`src/rtl/uart_rx_param.sv`:
```
// Parameterized UART receiver: oversampled start detect, 3-sample majority vote per bit,
// optional parity, 1/1.5/2 stop intervals, held output word with ready/valid and overrun.
module uart_rx_param #(
    parameter int DBIT    = 8,
    parameter int OS      = 16,
    parameter int SB_TICK = 16,
    parameter int PAR_EN  = 0,
    parameter int PAR_ODD = 0
) (
    input  logic            clk,
    input  logic            reset_n,
    input  logic            rx,
    input  logic            s_tick,
    input  logic            rx_ready,
    output logic [DBIT-1:0] dout,
    output logic            rx_valid,
    output logic            rx_done_tick,
    output logic            frame_err,
    output logic            parity_err,
    output logic            break_det,
    output logic            overrun
);
    localparam int SMAX = (OS > SB_TICK) ? OS : SB_TICK;
    localparam int SW   = $clog2(SMAX);
    localparam int NW   = $clog2(DBIT);

    localparam logic [2:0] IDLE    = 3'd0;
    localparam logic [2:0] START   = 3'd1;
    localparam logic [2:0] DATA    = 3'd2;
    localparam logic [2:0] PARITY  = 3'd3;
    localparam logic [2:0] STOP    = 3'd4;
    localparam logic [2:0] WAIT_HI = 3'd5;

    localparam logic [SW-1:0] S_HALF = SW'(OS/2 - 1);
    localparam logic [SW-1:0] S_M3   = SW'(OS - 3);
    localparam logic [SW-1:0] S_M2   = SW'(OS - 2);
    localparam logic [SW-1:0] S_LAST = SW'(OS - 1);
    localparam logic [SW-1:0] S_END  = SW'(SB_TICK - 1);
    localparam logic [NW-1:0] N_LAST = NW'(DBIT - 1);
    localparam logic          ODD    = (PAR_ODD != 0);

    logic            rx_meta, rxs;
    logic [2:0]      state;
    logic [SW-1:0]   s;
    logic [NW-1:0]   n;
    logic [DBIT-1:0] sh;
    logic            v0, v1;
    logic            stop_q, par_q, pe_q;

    logic vote, frame_end, stop_now, fe_new, brk_new, pe_new;

    always_ff @(posedge clk or negedge reset_n) begin
        if (!reset_n) begin
            rx_meta <= 1'b1;
            rxs     <= 1'b1;
        end else begin
            rx_meta <= rx;
            rxs     <= rx_meta;
        end
    end

    // Two earlier samples plus the live one form the vote at s==OS-1.
    always_comb begin
        vote      = (v0 & v1) | (v0 & rxs) | (v1 & rxs);
        frame_end = (state == STOP) && s_tick && (s == S_END);
        stop_now  = (s == S_LAST) ? vote : stop_q;
        fe_new    = !stop_now;
        brk_new   = (sh == '0) && !par_q && !stop_now;
        pe_new    = (PAR_EN != 0) ? pe_q : 1'b0;
    end

    always_ff @(posedge clk or negedge reset_n) begin
        if (!reset_n) begin
            state  <= IDLE;
            s      <= '0;
            n      <= '0;
            sh     <= '0;
            v0     <= 1'b0;
            v1     <= 1'b0;
            stop_q <= 1'b0;
            par_q  <= 1'b0;
            pe_q   <= 1'b0;
        end else begin
            if (s_tick && (state == DATA || state == PARITY || state == STOP)) begin
                if (s == S_M3) v0 <= rxs;
                if (s == S_M2) v1 <= rxs;
            end
            case (state)
                IDLE: if (!rxs) begin
                    state <= START;
                    s     <= '0;
                end
                START: if (s_tick) begin
                    if (s == S_HALF) begin
                        if (rxs) state <= IDLE;
                        else begin
                            state <= DATA;
                            s     <= '0;
                            n     <= '0;
                            par_q <= 1'b0;
                        end
                    end else s <= s + 1'b1;
                end
                DATA: if (s_tick) begin
                    if (s == S_LAST) begin
                        sh <= {vote, sh[DBIT-1:1]};
                        s  <= '0;
                        if (n == N_LAST) state <= (PAR_EN != 0) ? PARITY : STOP;
                        else n <= n + 1'b1;
                    end else s <= s + 1'b1;
                end
                PARITY: if (s_tick) begin
                    if (s == S_LAST) begin
                        par_q <= vote;
                        pe_q  <= ((^sh) ^ vote) != ODD;
                        s     <= '0;
                        state <= STOP;
                    end else s <= s + 1'b1;
                end
                // The stop vote at OS-1 does not restart s; the interval runs to SB_TICK-1.
                STOP: if (s_tick) begin
                    if (s == S_LAST) stop_q <= vote;
                    if (s == S_END) begin
                        s     <= '0;
                        state <= fe_new ? WAIT_HI : IDLE;
                    end else s <= s + 1'b1;
                end
                WAIT_HI: if (rxs) state <= IDLE;
                default: state <= IDLE;
            endcase
        end
    end

    always_ff @(posedge clk or negedge reset_n) begin
        if (!reset_n) begin
            dout         <= '0;
            rx_valid     <= 1'b0;
            rx_done_tick <= 1'b0;
            frame_err    <= 1'b0;
            parity_err   <= 1'b0;
            break_det    <= 1'b0;
            overrun      <= 1'b0;
        end else begin
            rx_done_tick <= frame_end;
            if (frame_end) begin
                if (!rx_valid || rx_ready) begin
                    dout       <= sh;
                    frame_err  <= fe_new;
                    parity_err <= pe_new;
                    break_det  <= brk_new;
                    rx_valid   <= 1'b1;
                    if (rx_valid) overrun <= 1'b0;
                end else begin
                    overrun <= 1'b1;
                end
            end else if (rx_valid && rx_ready) begin
                rx_valid <= 1'b0;
                overrun  <= 1'b0;
            end
        end
    end
endmodule

```
`config.mk`:
```
export PLATFORM = sky130hd
export DESIGN_NAME = uart_rx_param
export DESIGN_NICKNAME = d
export VERILOG_FILES = /design/src/rtl/uart_rx_param.sv
export SDC_FILE = /design/constraint.sdc
export NUM_CORES = 1
export LEC_CHECK = 0
export CAP_MARGIN = 20
export CORE_ASPECT_RATIO = 1.5
export CORE_MARGIN = 2
export CORE_UTILIZATION = 58
export DETAILED_ROUTE_END_ITERATION = 8
export GPL_ROUTABILITY_DRIVEN = 0
export MAX_ROUTING_LAYER = met4
export PLACE_DENSITY = 0.81
export SLEW_MARGIN = 20
export SYNTH_ARGS = -nofsm -noshare
export SYNTH_HDL_FRONTEND = slang
export SYNTH_SLANG_ARGS = --single-unit
```
`constraint.sdc`:
```
create_clock -name clk -period 3.15 [get_ports clk]
set_input_delay 0.7875 -clock clk [delete_from_list [all_inputs] [get_ports clk]]
set_output_delay 0.7875 -clock clk [all_outputs]
set_load 0.02 [all_outputs]
```
==> impl_table.tex, run 1 <==
\begin{tabular}{lr}
\hline
Metric & Value \\
\hline
\multicolumn{2}{l}{\textbf{Status}} \\
\quad Status & finished, final reports clean \\
\multicolumn{2}{l}{\textbf{Min path}} \\
\quad Worst Hold Path EP & rxs\$\_DFF\_PN1\_ \\
\quad Hold depth & 0 \\
\quad Hold Path Class & reg2reg \\
\quad Hold path start & rx\_meta\$\_DFF\_PN1\_ \\
\multicolumn{2}{l}{\textbf{Routing}} \\
\quad Number of optimization iterations in the first detailed-route pass & 4 \\
\quad Routed wire length & 3.85 mm \\
\quad Wire length per cell & 16.8 um \\
\quad Detail Route Antenna Nets & 0 \\
\quad Count of unresolved DRC violations after routing & 0 \\
\quad Number of DRC markers in iteration 0 & 53 \\
\quad Via count & 1,369 \\
\quad Via/cell ratio & 5.98 \\
\multicolumn{2}{l}{\textbf{Final layout}} \\
\quad Most common library cell in the layout ignoring fill and taps & sky130\_fd\_sc\_hd\_\_dfrtp\_1 \\
\quad Filler cells & 240 \\
\quad Synthesis-to-layout area growth & 13.2\% \\
\quad Antenna diode count & 0 \\
\quad Nets@finish & 198 \\
\quad Commonest cells after routing, fill and taps aside & sky130\_fd\_sc\_hd\_\_dfrtp\_1 (35), sky130\_fd\_sc\_hd\_\_mux2\_2 (17), sky130\_fd\_sc\_hd\_\_clkdlybuf4s50\_1 (17) \\
\quad Share of post-route cells with drive strength above 1 & 18.0\% \\
\quad Post-route design area & 2170 um2 \\
\multicolumn{2}{l}{\textbf{Worst setup path}} \\
\quad Worst R2R Start & s[1]\$\_DFFE\_PN0P\_ \\
\quad Terminus of the critical flop-to-flop path & dout[0]\$\_DFFE\_PN0P\_ \\
\quad Worst setup SP type & input port \\
\quad Cell depth of the worst flop-to-flop path & 4 \\
\quad R2R Setup Slk & 0.97 ns \\
\quad Arrival time at the worst endpoint & 2.52 ns \\
\quad Setup crit end kind & flip-flop \\
\quad Critical path type & in2reg \\
\quad Largest driver fanout on the critical path & 7 \\
\quad WP data required & 3.32 ns \\
\multicolumn{2}{l}{\textbf{Synth}} \\
\quad Combinational family with the most area after synthesis & multiplexers \\
\quad Multiplexer area fraction after synthesis & 14.6\% \\
\quad Cell area after technology mapping & 1920 um2 \\
\quad Net Count, Synth & 181 \\
\quad Register bit total from synthesis & 37 \\
\quad Main flop type after synthesis & sky130\_fd\_sc\_hd\_\_dfrtp\_1 \\
\quad Biggest area consumer among synthesized cells & sky130\_fd\_sc\_hd\_\_dfrtp\_1 \\
\quad Avg Inst Size Synth & 11.2 um2 \\
\quad Leading post-synthesis cells by cell area & sky130\_fd\_sc\_hd\_\_dfrtp\_1 (46\%), sky130\_fd\_sc\_hd\_\_mux2\_2 (10\%), sky130\_fd\_sc\_hd\_\_ha\_1 (3.3\%), sky130\_fd\_sc\_hd\_\_dfstp\_2 (2.7\%), sky130\_fd\_sc\_hd\_\_o21ai\_0 (2.6\%) \\
\quad Distinct cells, synth & 46 \\
\quad Number of enable flip-flop cells after synthesis & 0 \\
\quad Yosys synthesis warning count & 0 \\
\quad Async SR Flop Fraction & 100\% \\
\quad Synth Area in Adders & 3.78\% \\
\quad Gate count of the mapped netlist & 171 \\
\quad Fraction of synthesized cell area taken by the top area cell type & 45.6\% \\
\quad Synth Area in Simple Gates & 14.3\% \\
\quad XOR/XNOR Fraction of Synth Area & 2.28\% \\
\quad Sequential cell area fraction in the yosys report & 48.3\% \\
\quad Compound-Gate Fraction of Synth Area & 11.6\% \\
\multicolumn{2}{l}{\textbf{Pwr}} \\
\quad Cell area power density & 664 nW/um2 \\
\quad Total power after layout & 1440 uW \\
\quad Pint & 902 uW \\
\quad Net Sw Power & 542 uW \\
\quad Standby leakage power & 0.00102 uW \\
\quad Max VDD drop & 0.409 mV \\
\quad Share of total power in sequential cells & 43.9\% \\
\quad Switching part of the total power & 37.5\% \\
\quad Clock share of power & 21.7\% \\
\quad Combinational fraction of design power & 34.4\% \\
\multicolumn{2}{l}{\textbf{Placed design}} \\
\quad Detailed Place HPWL & 2.83 mm \\
\quad DP Area & 2090 um2 \\
\quad Worst slack at placement & 0.551 ns \\
\quad PortBufs & 17 \\
\multicolumn{2}{l}{\textbf{Die}} \\
\quad Area of the die & 3800 um2 \\
\quad Die extent in y & 74.5 um \\
\quad Floorplan row count & 25 \\
\quad Initial standard-cell utilization of the core & 60.8\% \\
\quad DIE WIDTH & 51 um \\
\quad Core footprint & 3160 um2 \\
\quad Number of top-level pins & 19 \\
\multicolumn{2}{l}{\textbf{STA}} \\
\quad Hold violation total from the final report & 0 \\
\quad Achievable frequency & 426 MHz \\
\quad Transition time at the pin with the least slew margin & 0.509 ns \\
\quad Unrepaired setup endpoints after global routing & false \\
\quad Hold slack & 0.352 ns \\
\quad Ratio of final minimum period to clock period & 74.4\% \\
\quad Slew headroom & 66.0\% \\
\quad Aggregate negative setup slack & 0 ns \\
\quad Number of max-slew violations in the final report & 0 \\
\quad Final critical-path required period & 2.35 ns \\
\quad Worst path setup slack after routing & 0.805 ns \\
\quad Post-Route Skew & 0.00357 ns \\
\quad Final setup vio count & 0 \\
\multicolumn{2}{l}{\textbf{GRT}} \\
\quad Global-route wire length before repair & 6.49 mm \\
\quad Initial antenna violation count & 0 \\
\quad Number of global-route vias before repair & 1,373 \\
\quad Maximum number of pins on one net before global-route repair & 38 \\
\quad Leftover overflow at the end of global routing & 0 \\
\quad Overall global routing resource usage & 24.2\% \\
\multicolumn{2}{l}{\textbf{Clock network}} \\
\quad Number of clock sinks seen by CTS & 37 \\
\quad Clock tree from TritonCTS & yes \\
\quad Setup Fix Bufs, Post-CTS & 0 \\
\quad TritonCTS buffer count & 5 \\
\quad Max H-tree Level & 2 \\
\quad \# hold bufs at CTS & 0 \\
\quad PostCTS Resize Cnt & 0 \\
\quad Bufs on Longest Clock Path & 2 \\
\quad Insertion delay of the later-clocked pin in the worst-skew pair & 0.29 ns \\
\quad Root Buffer & sky130\_fd\_sc\_hd\_\_clkbuf\_8 \\
\quad Clock slew seen by the registers of the worst setup and hold paths & 0.07 ns \\
\multicolumn{2}{l}{\textbf{Run}} \\
\quad Number of max-cap violations & 0 \\
\hline
\end{tabular}
## cell type report
class                           count  area (um2)  area share, %
Tap cell                           40        50.0           2.30
Sequential cell                    37         928           42.7
Clock buffer                        6        72.6           3.34
Clock inverter                      2        10.0          0.460
Multi-Input combinational cell    118         898           41.3
Timing Repair Buffer               20         193           8.86
Inverter                            6        22.5           1.04
## cells in the mapped netlist, types with 2 or more instances
library cell,count
sky130_fd_sc_hd__a21oi_1,7
sky130_fd_sc_hd__and2_1,2
sky130_fd_sc_hd__and3_1,2
sky130_fd_sc_hd__buf_2,4
sky130_fd_sc_hd__buf_4,4
sky130_fd_sc_hd__buf_6,2
sky130_fd_sc_hd__dfrtp_1,35
sky130_fd_sc_hd__dfstp_2,2
sky130_fd_sc_hd__ha_1,5
sky130_fd_sc_hd__inv_1,6
sky130_fd_sc_hd__mux2_1,3
sky130_fd_sc_hd__mux2_2,17
sky130_fd_sc_hd__mux2i_1,4
sky130_fd_sc_hd__nand2_1,7
sky130_fd_sc_hd__nand2b_1,5
sky130_fd_sc_hd__nand3_1,4
sky130_fd_sc_hd__nand4_1,5
sky130_fd_sc_hd__nor2_1,11
sky130_fd_sc_hd__nor2b_1,2
sky130_fd_sc_hd__nor4_1,2
sky130_fd_sc_hd__o21ai_0,10
sky130_fd_sc_hd__o22ai_1,3
sky130_fd_sc_hd__o31ai_1,2
sky130_fd_sc_hd__or3b_1,2
sky130_fd_sc_hd__xnor2_1,2
sky130_fd_sc_hd__xor2_1,3
## flip-flops by register name, indices dropped and copies added (netlist names)
register      flops
rx_meta           1
state             3
rxs               1
sh                8
stop_q            1
frame_err         1
n                 3
par_q             1
v1                1
s                 4
rx_valid          1
break_det         1
overrun           1
rx_done_tick      1
dout              8
v0                1
## cell families (layout without fill, tap and decap cells)
| group | count (synthesis) | after routing |
|---|---|---|
| buf+inv | 16 | 34 |
| simple gates | 49 | 49 |
| flops | 37 | 37 |
| fa+ha+maj | 6 | 6 |
| compound gates | 32 | 32 |
| xor+xnor | 5 | 5 |
| other cells | 1 | 1 |
| mux | 25 | 25 |
## power groups by stage
stage / clock, uW / combinational, uW / sequential, uW
after floorplan: 0 / 464 / 573
after global placement: 0 / 465 / 632
after detailed placement: 0 / 491 / 641
after CTS: 328 / 494 / 631
after global routing: 342 / 550 / 645
final: 314 / 497 / 634
## worst max-delay path, cell delays in order
cell and delay [ns]:
sky130_fd_sc_hd__clkdlybuf4s50_1 0.56, sky130_fd_sc_hd__buf_4 0.20, sky130_fd_sc_hd__mux2i_1 0.11, sky130_fd_sc_hd__a32o_1 0.23, sky130_fd_sc_hd__a211o_1 0.32, sky130_fd_sc_hd__a221o_1 0.32
## how the worst max path moves through the flow
stage / start / to / slack (ns) / depth (start not counted)
5_1_grt: s_tick / dout[0]$_DFFE_PN0P_ / 0.78 / 4
3_5_place_dp: s_tick / state[2]$_DFFE_PN0P_ / 0.55 / 6
3_3_place_gp: s_tick / dout[1]$_DFFE_PN0P_ / 0.63 / 4
4_1_cts: s_tick / dout[0]$_DFFE_PN0P_ / 0.85 / 4
6_report: s_tick / state[2]$_DFFE_PN0P_ / 0.80 / 6
2_1_floorplan: s_tick / dout[1]$_DFFE_PN0P_ / 1.37 / 4
## routing by layer
layer,vias to the layer above,GRT usage [%],share of wire [%]
met1,681,24.6,37
met3,9,4.82,4.2
li1,641,-,-
met4,0,9.61,2.3
met2,38,44.6,57
met5,-,-,0
## through the flow
step / cells / utilization, %
4_1_cts: 229 / 68.8
6_report: 229 / 68.8
3_3_place_gp: 221 / 66.2
5_1_grt: 229 / 68.8
2_1_floorplan: 171 / -
3_5_place_dp: 221 / 66.2
Note: power is estimated with default switching activity, not from simulation.
==> inputs of run 2 (changes only) <==
CORE_UTILIZATION = 56   (was 58)
PLACE_DENSITY = 0.79   (was 0.81)
clock period = 2.35 ns   (was 3.15 ns; I/O delays follow)
==> run 2 against run 1 <==
Net effect:
- sequential share of layout area down 0.84 points
- sequential cell count unchanged
- die area up 3.3%
- largest cell class unchanged
- global-route usage up 0.95 points
==> impl_table.tex, run 2 (synthesized netlist as in run 1, its figures left out) <==
\begin{tabular}{lr}
\hline
Metric & Value \\
\hline
\multicolumn{2}{l}{\textbf{Clock network}} \\
\quad Insertion delay of the later-clocked pin in the worst-skew pair & 0.29 ns (about the same) \\
\quad Clock slew seen by the registers of the worst setup and hold paths & 0.08 ns (about the same) \\
\quad PostCTS Resize Cnt & 0 (unchanged) \\
\quad Setup Fix Bufs, Post-CTS & 0 (unchanged) \\
\quad Clock tree from TritonCTS & yes \\
\quad Number of clock sinks seen by CTS & 37 (unchanged) \\
\quad Bufs on Longest Clock Path & 2 (unchanged) \\
\quad Max H-tree Level & 2 (unchanged) \\
\quad Root Buffer & sky130\_fd\_sc\_hd\_\_clkbuf\_8 \\
\quad TritonCTS buffer count & 5 (unchanged) \\
\quad \# hold bufs at CTS & 0 (unchanged) \\
\multicolumn{2}{l}{\textbf{STA}} \\
\quad Ratio of final minimum period to clock period & 88.0\% \\
\quad Aggregate negative setup slack & 0 ns (unchanged) \\
\quad Final setup vio count & 0 (unchanged) \\
\quad Number of max-slew violations in the final report & 0 (unchanged) \\
\quad Slew headroom & 66.4\% (+0.43 points) \\
\quad Worst path setup slack after routing & 0.282 ns (-0.523 ns) \\
\quad Achievable frequency & 483 MHz \\
\quad Final critical-path required period & 2.07 ns \\
\quad Unrepaired setup endpoints after global routing & false \\
\quad Post-Route Skew & 0.00852 ns (+0.00495 ns) \\
\quad Hold violation total from the final report & 0 (unchanged) \\
\quad Transition time at the pin with the least slew margin & 0.504 ns (-0.00507 ns) \\
\multicolumn{2}{l}{\textbf{Die}} \\
\quad Initial standard-cell utilization of the core & 57.4\% (-3.5 points) \\
\quad Number of top-level pins & 19 (unchanged) \\
\quad Area of the die & 3930 um2 (+3.3\%) \\
\quad Floorplan row count & 26 (+4.0\%) \\
\quad Die extent in y & 75.8 um (+1.7\%) \\
\quad Core footprint & 3350 um2 (+6.1\%) \\
\quad DIE WIDTH & 51.8 um (+1.6\%) \\
\multicolumn{2}{l}{\textbf{Routing}} \\
\quad Number of optimization iterations in the first detailed-route pass & 4 (unchanged) \\
\quad Detail Route Antenna Nets & 0 (unchanged) \\
\quad Wire length per cell & 17.1 um (+1.7\%) \\
\quad Via/cell ratio & 5.93 (-0.84\%) \\
\quad Routed wire length & 4.04 mm (+4.8\%) \\
\quad Via count & 1,399 (+2.2\%) \\
\quad Number of DRC markers in iteration 0 & 55 (+3.8\%) \\
\quad Count of unresolved DRC violations after routing & 0 (unchanged) \\
\multicolumn{2}{l}{\textbf{Worst setup path}} \\
\quad Terminus of the critical flop-to-flop path & state[2]\$\_DFFE\_PN0P\_ \\
\quad Worst setup SP type & flip-flop \\
\quad WP data required & 2.53 ns (-0.79 ns) \\
\quad Crit-path max cell delay & 0.48 ns (-0.08 ns) \\
\quad Arrival time at the worst endpoint & 2.25 ns (-0.27 ns) \\
\quad Cell at the slowest stage of the critical path & sky130\_fd\_sc\_hd\_\_and3\_1 \\
\quad CP Launch Point & s[0]\$\_DFFE\_PN0P\_ \\
\quad Path length in cells of the critical path & 5 (-1) \\
\quad Setup crit end kind & flip-flop \\
\quad Cell depth of the worst flop-to-flop path & 5 (+1) \\
\quad Sequence of cells on the critical path & ha\_1 > and3\_1 > o32ai\_4 > a211o\_1 > a221o\_1 \\
\quad Critical path capture point & state[2]\$\_DFFE\_PN0P\_ \\
\quad Critical path type & reg2reg \\
\quad CP Buf/Inv Count & 0 (-2) \\
\quad R2R Setup Slk & 0.28 ns (-0.69 ns) \\
\quad Worst R2R Start & s[0]\$\_DFFE\_PN0P\_ \\
\quad Largest driver fanout on the critical path & 9 (+2) \\
\quad Cell type group with the largest total delay on the critical path & compound AO/OA/AOI/OAI gates \\
\multicolumn{2}{l}{\textbf{Placed design}} \\
\quad PortBufs & 17 (unchanged) \\
\quad Detailed Place HPWL & 2.97 mm (+5.0\%) \\
\quad DP Area & 2130 um2 (+1.9\%) \\
\quad Worst slack at placement & 0.139 ns (-0.412 ns) \\
\multicolumn{2}{l}{\textbf{Final layout}} \\
\quad Share of post-route cells with drive strength above 1 & 20.6\% (+2.6 points) \\
\quad Final core occ & 66.2\% (-2.6 points) \\
\quad Total area of sequential cells & 928 um2 (unchanged) \\
\quad Most common library cell in the layout ignoring fill and taps & sky130\_fd\_sc\_hd\_\_dfrtp\_1 \\
\quad Antenna diode count & 0 (unchanged) \\
\quad Post-route design area & 2220 um2 (+2.0\%) \\
\quad Area of the multi-input gates & 898 um2 (unchanged) \\
\quad Regs by FF count & dout (8), sh (8), s (4) \\
\quad Commonest cells after routing, fill and taps aside & sky130\_fd\_sc\_hd\_\_dfrtp\_1 (35), sky130\_fd\_sc\_hd\_\_mux2\_2 (17), sky130\_fd\_sc\_hd\_\_clkdlybuf4s50\_1 (17) \\
\quad Filler cells & 243 (+1.3\%) \\
\quad Nets@finish & 203 (+2.5\%) \\
\quad Synthesis-to-layout area growth & 15.4\% \\
\multicolumn{2}{l}{\textbf{Pwr}} \\
\quad Clock share of power & 21.6\% (about the same) \\
\quad Combinational fraction of design power & 36.1\% (+1.7 points) \\
\quad Cell area power density & 901 nW/um2 (+36\%) \\
\quad Standby leakage power & 0.00104 uW (+2.2\%) \\
\quad Pint & 1250 uW (+38\%) \\
\quad Net Sw Power & 749 uW (+38\%) \\
\quad Max VDD drop & 0.605 mV (+48\%) \\
\quad Switching part of the total power & 37.5\% (-0.052 points) \\
\quad Share of total power in sequential cells & 42.3\% (-1.6 points) \\
\multicolumn{2}{l}{\textbf{GRT}} \\
\quad Maximum number of pins on one net before global-route repair & 38 (unchanged) \\
\quad Global-route wire length before repair & 6.91 mm (+6.6\%) \\
\quad Overall global routing resource usage & 25.1\% (+0.95 points) \\
\quad Initial antenna violation count & 0 (unchanged) \\
\quad Leftover overflow at the end of global routing & 0 (unchanged) \\
\quad Number of global-route vias before repair & 1,486 (+8.2\%) \\
\multicolumn{2}{l}{\textbf{Run}} \\
\quad Number of max-cap violations & 0 (unchanged) \\
\multicolumn{2}{l}{\textbf{Status}} \\
\quad Status & finished, final reports clean \\
\multicolumn{2}{l}{\textbf{Min path}} \\
\quad Hold Path Class & reg2reg \\
\hline
\end{tabular}
-- run 2: cell count changes in the layout (fill, tap and decap cells not counted), sizes merged --
cell	previous run	this run
buf	3	8
clkbuf	6	5
clkinvlp	0	1
-- run 2: worst min-delay path by stage --
stage | end | depth (start not counted) | start
floorplan | break_det$_DFFE_PN0P_ | 0 | reset_n
global placement | rxs$_DFF_PN1_ | 0 | rx_meta$_DFF_PN1_
detailed placement | rxs$_DFF_PN1_ | 0 | rx_meta$_DFF_PN1_
CTS | rxs$_DFF_PN1_ | 0 | rx_meta$_DFF_PN1_
global route | rxs$_DFF_PN1_ | 0 | rx_meta$_DFF_PN1_
finish | rxs$_DFF_PN1_ | 0 | rx_meta$_DFF_PN1_
-- run 2: cell type report --
type / instances / area share (%)
flip-flops and latches: 37 / 41.8
multi-input cells: 118 / 40.5
repair buffers: 25 / 10.4
clock buffers: 5 / 3.10
well taps: 42 / 2.37
inverters: 6 / 1.02
clock inverters: 3 / 0.790
-- run 2: routing by layer --
metal | vias to the layer above | routed length, um | track usage [%]
li1 | 657 | - | -
met4 | 0 | 89 | 15.2
met5 | - | 0 | -
met2 | 47 | 2270 | 43.2
met1 | 689 | 1520 | 25.8
met3 | 6 | 162 | 5.49
-- run 2: power groups by stage --
stage	clock, uW	sequential, uW	combinational (uW)
after floorplan	0	768	621
after global placement	0	850	675
after detailed placement	0	855	712
after CTS	447	843	716
after global routing	469	867	795
final	431	845	722
-- run 2: through the flow --
stage               std cells  hold WS [ns]  total power [uW]
global placement          228         0.347              1530
detailed placement        228         0.351              1570
finish                    236         0.361              2000
global route              236         0.376              2130
floorplan                 171         0.292              1390
CTS                       236         0.368              2010
-- run 2: worst register-to-register path, delay by kind of cell (launching register included) --
kind / cells / cell delay (ns)
AOI/OAI and AO/OA: 3 / 0.83
adders and majority gates: 1 / 0.25
DFF: 1 / 0.40
and+or+nand+nor: 1 / 0.48
